<file path="config.mk">
export PLATFORM = sky130hd
export DESIGN_NAME = fifo_refill_scheduler_flat
export DESIGN_NICKNAME = d
export VERILOG_FILES = /design/src/rtl/fifo_refill_scheduler_pkg.sv /design/src/rtl/fifo_refill_scheduler_if.sv /design/src/rtl/fifo_refill_scheduler_rr_arbiter.sv /design/src/rtl/fifo_refill_scheduler.sv /design/src/flat_wrapper.sv
export SDC_FILE = /design/constraint.sdc
export NUM_CORES = 1
export LEC_CHECK = 0
export ABC_CLOCK_PERIOD_IN_PS = 2950
export CAP_MARGIN = 20
export CORE_MARGIN = 2
export CORE_UTILIZATION = 40
export CTS_CLUSTER_DIAMETER = 40
export DETAILED_ROUTE_END_ITERATION = 8
export DONT_BUFFER_PORTS = 1
export PLACE_DENSITY = 0.57
export SLEW_MARGIN = 30
export SYNTH_ARGS = -nofsm -noshare
export SYNTH_HDL_FRONTEND = slang
export SYNTH_SLANG_ARGS = --single-unit
</file>
<file path="constraint.sdc">
create_clock -name i_clk -period 2.95 [get_ports i_clk]
set_input_delay 0.295 -clock i_clk [delete_from_list [all_inputs] [get_ports i_clk]]
set_output_delay 0.295 -clock i_clk [all_outputs]
set_load 0.02 [all_outputs]
</file>
<file path="src/rtl/fifo_refill_scheduler_pkg.sv">
// fifo_sched_pkg: shared constants and types for fifo_refill_scheduler.
//   DEF_BURST_LEN / DEF_CAP : default burst length and usable FIFO capacity
//   state_t                 : scheduler state {IDLE, REQ}
//   clog2()                 : ceil(log2(value)) for parameter derivation
package fifo_sched_pkg;

   localparam int DEF_BURST_LEN = 8;
   localparam int DEF_CAP       = 28;

   typedef enum logic {
      IDLE = 1'b0,
      REQ  = 1'b1
   } state_t;

   function automatic int clog2(input int value);
      int r;
      r = 0;
      for (int p = 1; p < value; p = p * 2) r++;
      return r;
   endfunction

endpackage

</file>
<file path="src/rtl/fifo_refill_scheduler_if.sv">
// fifo_refill_scheduler_if: refill request channel toward the memory reader.
//   req_valid : request pending (driven by scheduler)
//   req_idx   : target FIFO of the pending request (driven by scheduler)
//   req_ready : read channel accepts the request (driven by reader)
// Handshake: a request transfers on a clock edge where req_valid && req_ready.
// While req_valid is high, req_idx is held stable until that edge; req_valid
// never depends combinationally on req_ready.
interface fifo_refill_scheduler_if #(
   parameter int IDX_W = 3
);
   logic             req_valid;
   logic [IDX_W-1:0] req_idx;
   logic             req_ready;

   modport master (output req_valid, output req_idx, input req_ready);
   modport slave  (input req_valid, input req_idx, output req_ready);
endinterface

</file>
<file path="src/rtl/fifo_refill_scheduler_rr_arbiter.sv">
// rr_arbiter: combinational round-robin picker.
//   eligible : one bit per FIFO
//   ptr      : highest-priority index this round
//   found    : some index is eligible
//   idx      : first eligible index at or after ptr, wrapping around
module rr_arbiter #(
   parameter int N_FIFO = 8,
   parameter int IDX_W  = 3
) (
   input  logic [N_FIFO-1:0] eligible,
   input  logic [IDX_W-1:0]  ptr,
   output logic              found,
   output logic [IDX_W-1:0]  idx
);

   logic [IDX_W-1:0] cand;

   // Scan offsets from farthest to nearest so the nearest eligible index
   // (smallest offset from ptr) is the last one written. N_FIFO is a power
   // of two, so IDX_W-bit addition wraps naturally.
   always_comb begin
      found = 1'b0;
      idx   = '0;
      cand  = '0;
      for (int k = N_FIFO - 1; k >= 0; k--) begin
         cand = ptr + IDX_W'(k);
         if (eligible[cand]) begin
            found = 1'b1;
            idx   = cand;
         end
      end
   end

endmodule

</file>
<file path="src/rtl/fifo_refill_scheduler.sv">
// fifo_refill_scheduler: shares one memory read channel among N_FIFO FIFOs.
// Tracks free-slot credits and remaining bursts per FIFO and issues one
// burst-refill request at a time in round-robin order. Credits are reserved
// at grant time, so in-flight beats can never overflow a FIFO.
//   i_clk, i_rst   : clock, synchronous active-high reset
//   i_cfg_valid/i_cfg_idx/i_cfg_bursts : overwrite remaining bursts of a FIFO
//   i_deq          : per-FIFO dequeue pulse, returns one credit each
//   req            : request channel (master side)
//   o_done         : FIFO has no bursts left and is fully drained
//   o_err          : sticky credit-overflow flag
//   o_dbg_state    : scheduler state
module fifo_refill_scheduler
   import fifo_sched_pkg::*;
#(
   parameter int N_FIFO    = 8,
   parameter int IDX_W     = clog2(N_FIFO),
   parameter int BURST_LEN = DEF_BURST_LEN,
   parameter int CAP       = DEF_CAP,
   parameter int CRED_W    = clog2(CAP + 1),
   parameter int BCNT_W    = 16
) (
   input  logic                  i_clk,
   input  logic                  i_rst,
   input  logic                  i_cfg_valid,
   input  logic [IDX_W-1:0]      i_cfg_idx,
   input  logic [BCNT_W-1:0]     i_cfg_bursts,
   input  logic [N_FIFO-1:0]     i_deq,
   fifo_refill_scheduler_if.master req,
   output logic [N_FIFO-1:0]     o_done,
   output logic                  o_err,
   output state_t                o_dbg_state
);

   localparam logic [CRED_W-1:0] CAP_C   = CRED_W'(CAP);
   localparam logic [CRED_W-1:0] BURST_C = CRED_W'(BURST_LEN);

   state_t             state_q;
   logic [IDX_W-1:0]   ptr_q;
   logic [N_FIFO-1:0]  eligible;
   logic [N_FIFO-1:0]  ovf;
   logic               arb_found;
   logic [IDX_W-1:0]   arb_idx;
   logic               hs;

   assign hs = (state_q == REQ) && req.req_ready;

   for (genvar g = 0; g < N_FIFO; g++) begin : g_fifo
      logic [CRED_W-1:0] credit_q;
      logic [CRED_W-1:0] cred_inc;
      logic [BCNT_W-1:0] remaining_q;
      logic              grant;

      assign grant = hs && (req.req_idx == IDX_W'(g));

      // A dequeue at full credit is an accounting error: saturate at CAP,
      // then the grant reservation (if any) is applied on top.
      assign cred_inc = (i_deq[g] && credit_q != CAP_C) ? credit_q + CRED_W'(1) : credit_q;
      assign ovf[g]   = i_deq[g] && (credit_q == CAP_C);

      assign eligible[g] = (remaining_q != '0) && (credit_q >= BURST_C);
      assign o_done[g]   = (remaining_q == '0) && (credit_q == CAP_C);

      always_ff @(posedge i_clk) begin
         if (i_rst) begin
            credit_q    <= CAP_C;
            remaining_q <= '0;
         end else begin
            credit_q <= grant ? cred_inc - BURST_C : cred_inc;
            // Config overwrites; a grant on a FIFO reconfigured to 0 while
            // its request was pending leaves remaining at 0.
            if (i_cfg_valid && i_cfg_idx == IDX_W'(g))
               remaining_q <= i_cfg_bursts;
            else if (grant && remaining_q != '0)
               remaining_q <= remaining_q - BCNT_W'(1);
         end
      end
   end

   rr_arbiter #(
      .N_FIFO (N_FIFO),
      .IDX_W  (IDX_W)
   ) u_arb (
      .eligible (eligible),
      .ptr      (ptr_q),
      .found    (arb_found),
      .idx      (arb_idx)
   );

   always_ff @(posedge i_clk) begin
      if (i_rst) begin
         state_q       <= IDLE;
         ptr_q         <= '0;
         req.req_valid <= 1'b0;
         req.req_idx   <= '0;
      end else begin
         case (state_q)
            IDLE: begin
               if (arb_found) begin
                  req.req_idx   <= arb_idx;
                  req.req_valid <= 1'b1;
                  state_q       <= REQ;
               end
            end
            REQ: begin
               if (req.req_ready) begin
                  ptr_q         <= req.req_idx + IDX_W'(1);
                  req.req_valid <= 1'b0;
                  state_q       <= IDLE;
               end
            end
            default: state_q <= IDLE;
         endcase
      end
   end

   always_ff @(posedge i_clk) begin
      if (i_rst) o_err <= 1'b0;
      else       o_err <= o_err | (|ovf);
   end

   assign o_dbg_state = state_q;

endmodule

</file>
<file path="src/flat_wrapper.sv">
// flat-port wrapper written by rule: the top's interface ports become plain ports
module fifo_refill_scheduler_flat import fifo_sched_pkg::*;
#(
   parameter int N_FIFO    = 8,
   parameter int IDX_W     = clog2(N_FIFO),
   parameter int BURST_LEN = DEF_BURST_LEN,
   parameter int CAP       = DEF_CAP,
   parameter int CRED_W    = clog2(CAP + 1),
   parameter int BCNT_W    = 16
)
  (i_clk, i_rst, i_cfg_valid, i_cfg_idx, i_cfg_bursts, i_deq, o_done, o_err, o_dbg_state, req_req_valid, req_req_idx, req_req_ready);
  fifo_refill_scheduler_if #(.IDX_W(IDX_W)) req_i ();
  input  logic i_clk;
  input  logic i_rst;
  input  logic i_cfg_valid;
  input  logic [IDX_W-1:0] i_cfg_idx;
  input  logic [BCNT_W-1:0] i_cfg_bursts;
  input  logic [N_FIFO-1:0] i_deq;
  output logic [N_FIFO-1:0] o_done;
  output logic o_err;
  output state_t o_dbg_state;
  output wire logic [$bits(req_i.req_valid)-1:0] req_req_valid;
  output wire logic [$bits(req_i.req_idx)-1:0] req_req_idx;
  input wire logic [$bits(req_i.req_ready)-1:0] req_req_ready;
  assign req_req_valid = req_i.req_valid;
  assign req_req_idx = req_i.req_idx;
  assign req_i.req_ready = req_req_ready;
  fifo_refill_scheduler #(.N_FIFO(N_FIFO), .IDX_W(IDX_W), .BURST_LEN(BURST_LEN), .CAP(CAP), .CRED_W(CRED_W), .BCNT_W(BCNT_W)) u_core (.i_clk(i_clk), .i_rst(i_rst), .i_cfg_valid(i_cfg_valid), .i_cfg_idx(i_cfg_idx), .i_cfg_bursts(i_cfg_bursts), .i_deq(i_deq), .req(req_i), .o_done(o_done), .o_err(o_err), .o_dbg_state(o_dbg_state));
endmodule
</file>
==> out/results.ini <==
[run_status]
status=finished with violations
violations=setup timing

[placed_design]
io_buffers=0
gp_congestion=0.913
dp_hpwl_mm=21.3
placed_area_sq_um=11700
dpl.cell_count=1700
pre_cts_ws_ps=-238

[setup_path]
rr_endpoint=u_core.req.req_idx[0]$_SDFFE_PP0P_
worst_setup_path_end_kind=flop
critPathMaxFanout=3
worstReg2RegStart=u_core.g_fifo[2].remaining_q[0]$_SDFFE_PP0P_
cp-start-kind=flop
setup.worst_path.end=u_core.req.req_idx[0]$_SDFFE_PP0P_
arrival_ps=3480
critPathRequiredTime_ps=3300
crit_type=flop to flop
crit_start=u_core.g_fifo[2].remaining_q[0]$_SDFFE_PP0P_
reg2reg_slack_ps=-190
reg2reg_depth=11

[logic_synthesis]
avgSynthCellArea_sq_um=8.01
yosys_warnings=0
syn-num-nets=1379
synth_edf_count=0
yosysSeqAreaShare=0.338
synth_seq_cells=177
netlist_area_sq_um=10500
yosysUniqueCellTypes=66
synth-async-reset-ratio=0
ys.flop_type=dfxtp_1
synthCells=1308

[sta]
relSlewSlack=0.502
final.setup.tns_ps=-318
fin_crit_ps=3140
fmax_ghz=0.319
worst_pin_slew_ps=741
maxSlewViolCount=0
fin_crit_sh=1.06
layout_setup_ws_ps=-187
rsz0062_at_grt=true
hold_viol=0
finalSetupViolations=3
skew_ps=10.4

[global_routing]
grt.busiest_layer=met2
overflow=0
globalRouteMet3Util=0.0396
grt_pass1_vias=9444
antenna_found_initial=0
met2_usage=0.391
grtUsageMet1=0.315
grt_max_degree=95
grt_pass1_wl_mm=51.3
grt_usage=0.233

[pwr]
p_leak_uw=0.00525
power_density_nw_per_um2=509
ir_worst_vdd_uv=404
power.total_uw=6900

[routing]
drtPass1Iterations=5
via_count=10000
viasPerCell=5.45
wirelength_mm=32.4
post_drt_wl_per_cell_microns=17.6
first_iter_violations=758
drcViolationCount=0
ant_nets=0

[worst_hold_path]
min_path_type=input port to flop
worstHoldStart=i_cfg_bursts[14]

[clock_network]
htreeDepth=4
clk_latency_ps=440
cts_buffer_depth=2
numClockSinks=177
clkTransAtPathRegs_ps=80
cts_root_buf=clkbuf_16
cts_tree=yes
numCtsBuffers=17

[floorplan]
start_util=0.405
core_sq_um=25900
dieArea_sq_um=27500
die_h_microns=166
die-width_microns=166
num_rows=59
io_pins=45

[finish]
design_area_sq_um=13600
layout_commonest_cell=nor2_1
drive_above_1_share=0.179
area_growth_pct=29.5
layout.nets=1564
finalNonFillerCells=1841
mostFrequentLayoutCells=222 x nor2_1, 173 x dfxtp_1, 158 x buf_4
fill_cells=2448
diodes=0

[job]
max_cap_violations=0

==> worst min-delay path by stage <==
stage,depth (start not counted),endpoint,slack (ps)
2_1_floorplan,2,u_core.g_fifo[1].remaining_q[5]$_SDFFE_PP0P_,460
3_3_place_gp,1,u_core.g_fifo[2].credit_q[0]$_SDFFE_PP0P_,380
3_5_place_dp,1,u_core.o_err$_SDFF_PP0_,380
4_1_cts,2,u_core.g_fifo[7].remaining_q[14]$_SDFFE_PP0P_,10
5_1_grt,2,u_core.g_fifo[0].remaining_q[9]$_SDFFE_PP0P_,20
6_report,2,u_core.g_fifo[7].remaining_q[14]$_SDFFE_PP0P_,30
==> state kept, by name, summed over array words and instances (netlist names) <==
register / flops
u_core.g_fifo.remaining_q: 128
u_core.g_fifo.credit_q: 40
u_core.ptr_q: 3
u_core.req.req_idx: 3
u_core.o_dbg_state: 1
u_core.o_err: 1
u_core.req.req_valid: 1
==> logic make-up (layout without fill, tap and decap cells) <==
family / count (synthesis) / in the layout / synth area share
flops: 177 / 177 / 0.338
xor+xnor: 132 / 132 / 0.110
fa+ha+maj: 40 / 40 / 0.0477
mux: 13 / 13 / 0.0173
buf+inv: 138 / 335 / 0.0503
simple gates: 561 / 562 / 0.267
compound gates: 247 / 247 / 0.169
==> worst max-delay path, cell delays in order, from the launching register on <==
cell and delay (ps):
dfxtp_2 330, inv_2 60, ha_1 130, or4b_4 480, nor4_4 330, nor2_2 80, mux4_2 530, mux2i_4 180
o21ai_2 70, a211o_1 300, or3_1 320, a311oi_2 240
==> cell type report <==
cell class / count / area, sq um / share of cell area
multi-input cells: 994 / 6710 / 0.495
flip-flops and latches: 177 / 3550 / 0.261
repair buffers: 252 / 2150 / 0.158
clock buffers: 19 / 453 / 0.0334
well taps: 335 / 419 / 0.0309
inverters: 51 / 191 / 0.0141
clock inverters: 13 / 103 / 0.00756
==> report_power, final <==
group	switching, uW	total (uW)	leakage [uW]	internal, uW
combinational	1080	2070	0.00353	992
clock	1070	2210	0.000272	1140
sequential	110	2620	0.00144	2510
==> Yosys cell counts, types with 4 or more instances <==
| library cell | number | area (sq um) |
|---|---|---|
| mux2i_1 | 8 | 80.1 |
| and3_1 | 10 | 62.6 |
| inv_1 | 50 | 188 |
| and4_1 | 4 | 35.0 |
| nand4_1 | 39 | 244 |
| or3_1 | 26 | 163 |
| clkbuf_1 | 63 | 236 |
| nand2_1 | 62 | 233 |
| dfxtp_1 | 177 | 3540 |
| or2_2 | 4 | 25.0 |
| o22ai_1 | 4 | 25.0 |
| o221ai_1 | 4 | 35.0 |
| o21ai_0 | 35 | 175 |
| nand2b_1 | 19 | 119 |
| ha_1 | 40 | 500 |
| nand3_1 | 30 | 150 |
| xnor2_1 | 81 | 709 |
| nor2_1 | 228 | 856 |
| a211oi_1 | 93 | 698 |
| nor3b_1 | 6 | 45.0 |
| xor2_1 | 51 | 447 |
| or4_1 | 6 | 45.0 |
| o31ai_1 | 4 | 30.0 |
| nor2b_1 | 8 | 50.1 |
| nor4b_1 | 9 | 78.8 |
| o211ai_1 | 5 | 37.5 |
| buf_1 | 17 | 63.8 |
| and2_1 | 15 | 93.8 |
| o21bai_1 | 8 | 60.1 |
| buf_2 | 7 | 35.0 |
| a311oi_1 | 32 | 280 |
| a21oi_1 | 32 | 160 |
| nor3_1 | 47 | 235 |
| nor4_1 | 30 | 188 |
==> per-layer routing <==
| layer | up-vias | wire length [microns] |
|---|---|---|
| met3 | 32 | 1380 |
| li1 | 5062 | - |
| met1 | 4744 | 15200 |
| met5 | - | 0 |
| met4 | 0 | 475 |
| met2 | 204 | 15300 |
==> metrics by stage <==
stage / hold slack, ps / util
after floorplan: 458 / -
after global placement: 380 / 0.450
after detailed placement: 381 / 0.450
after CTS: 14.1 / 0.516
after global routing: 16.9 / 0.524
final: 30.3 / 0.524
==> repair_timing <==
| action | 4_1_cts | 5_1_grt |
|---|---|---|
| hold buffers | 93 | 0 |
| pin swaps | 10 | 9 |
| resized for setup | 23 | 42 |
| gates cloned | 0 | 1 |
| buffers inserted | 18 | 1 |
| endpoints found under the setup margin | 7 | 48 |
| hold endpoints to repair | 176 | 0 |
Power figures use the tool's default switching activity.
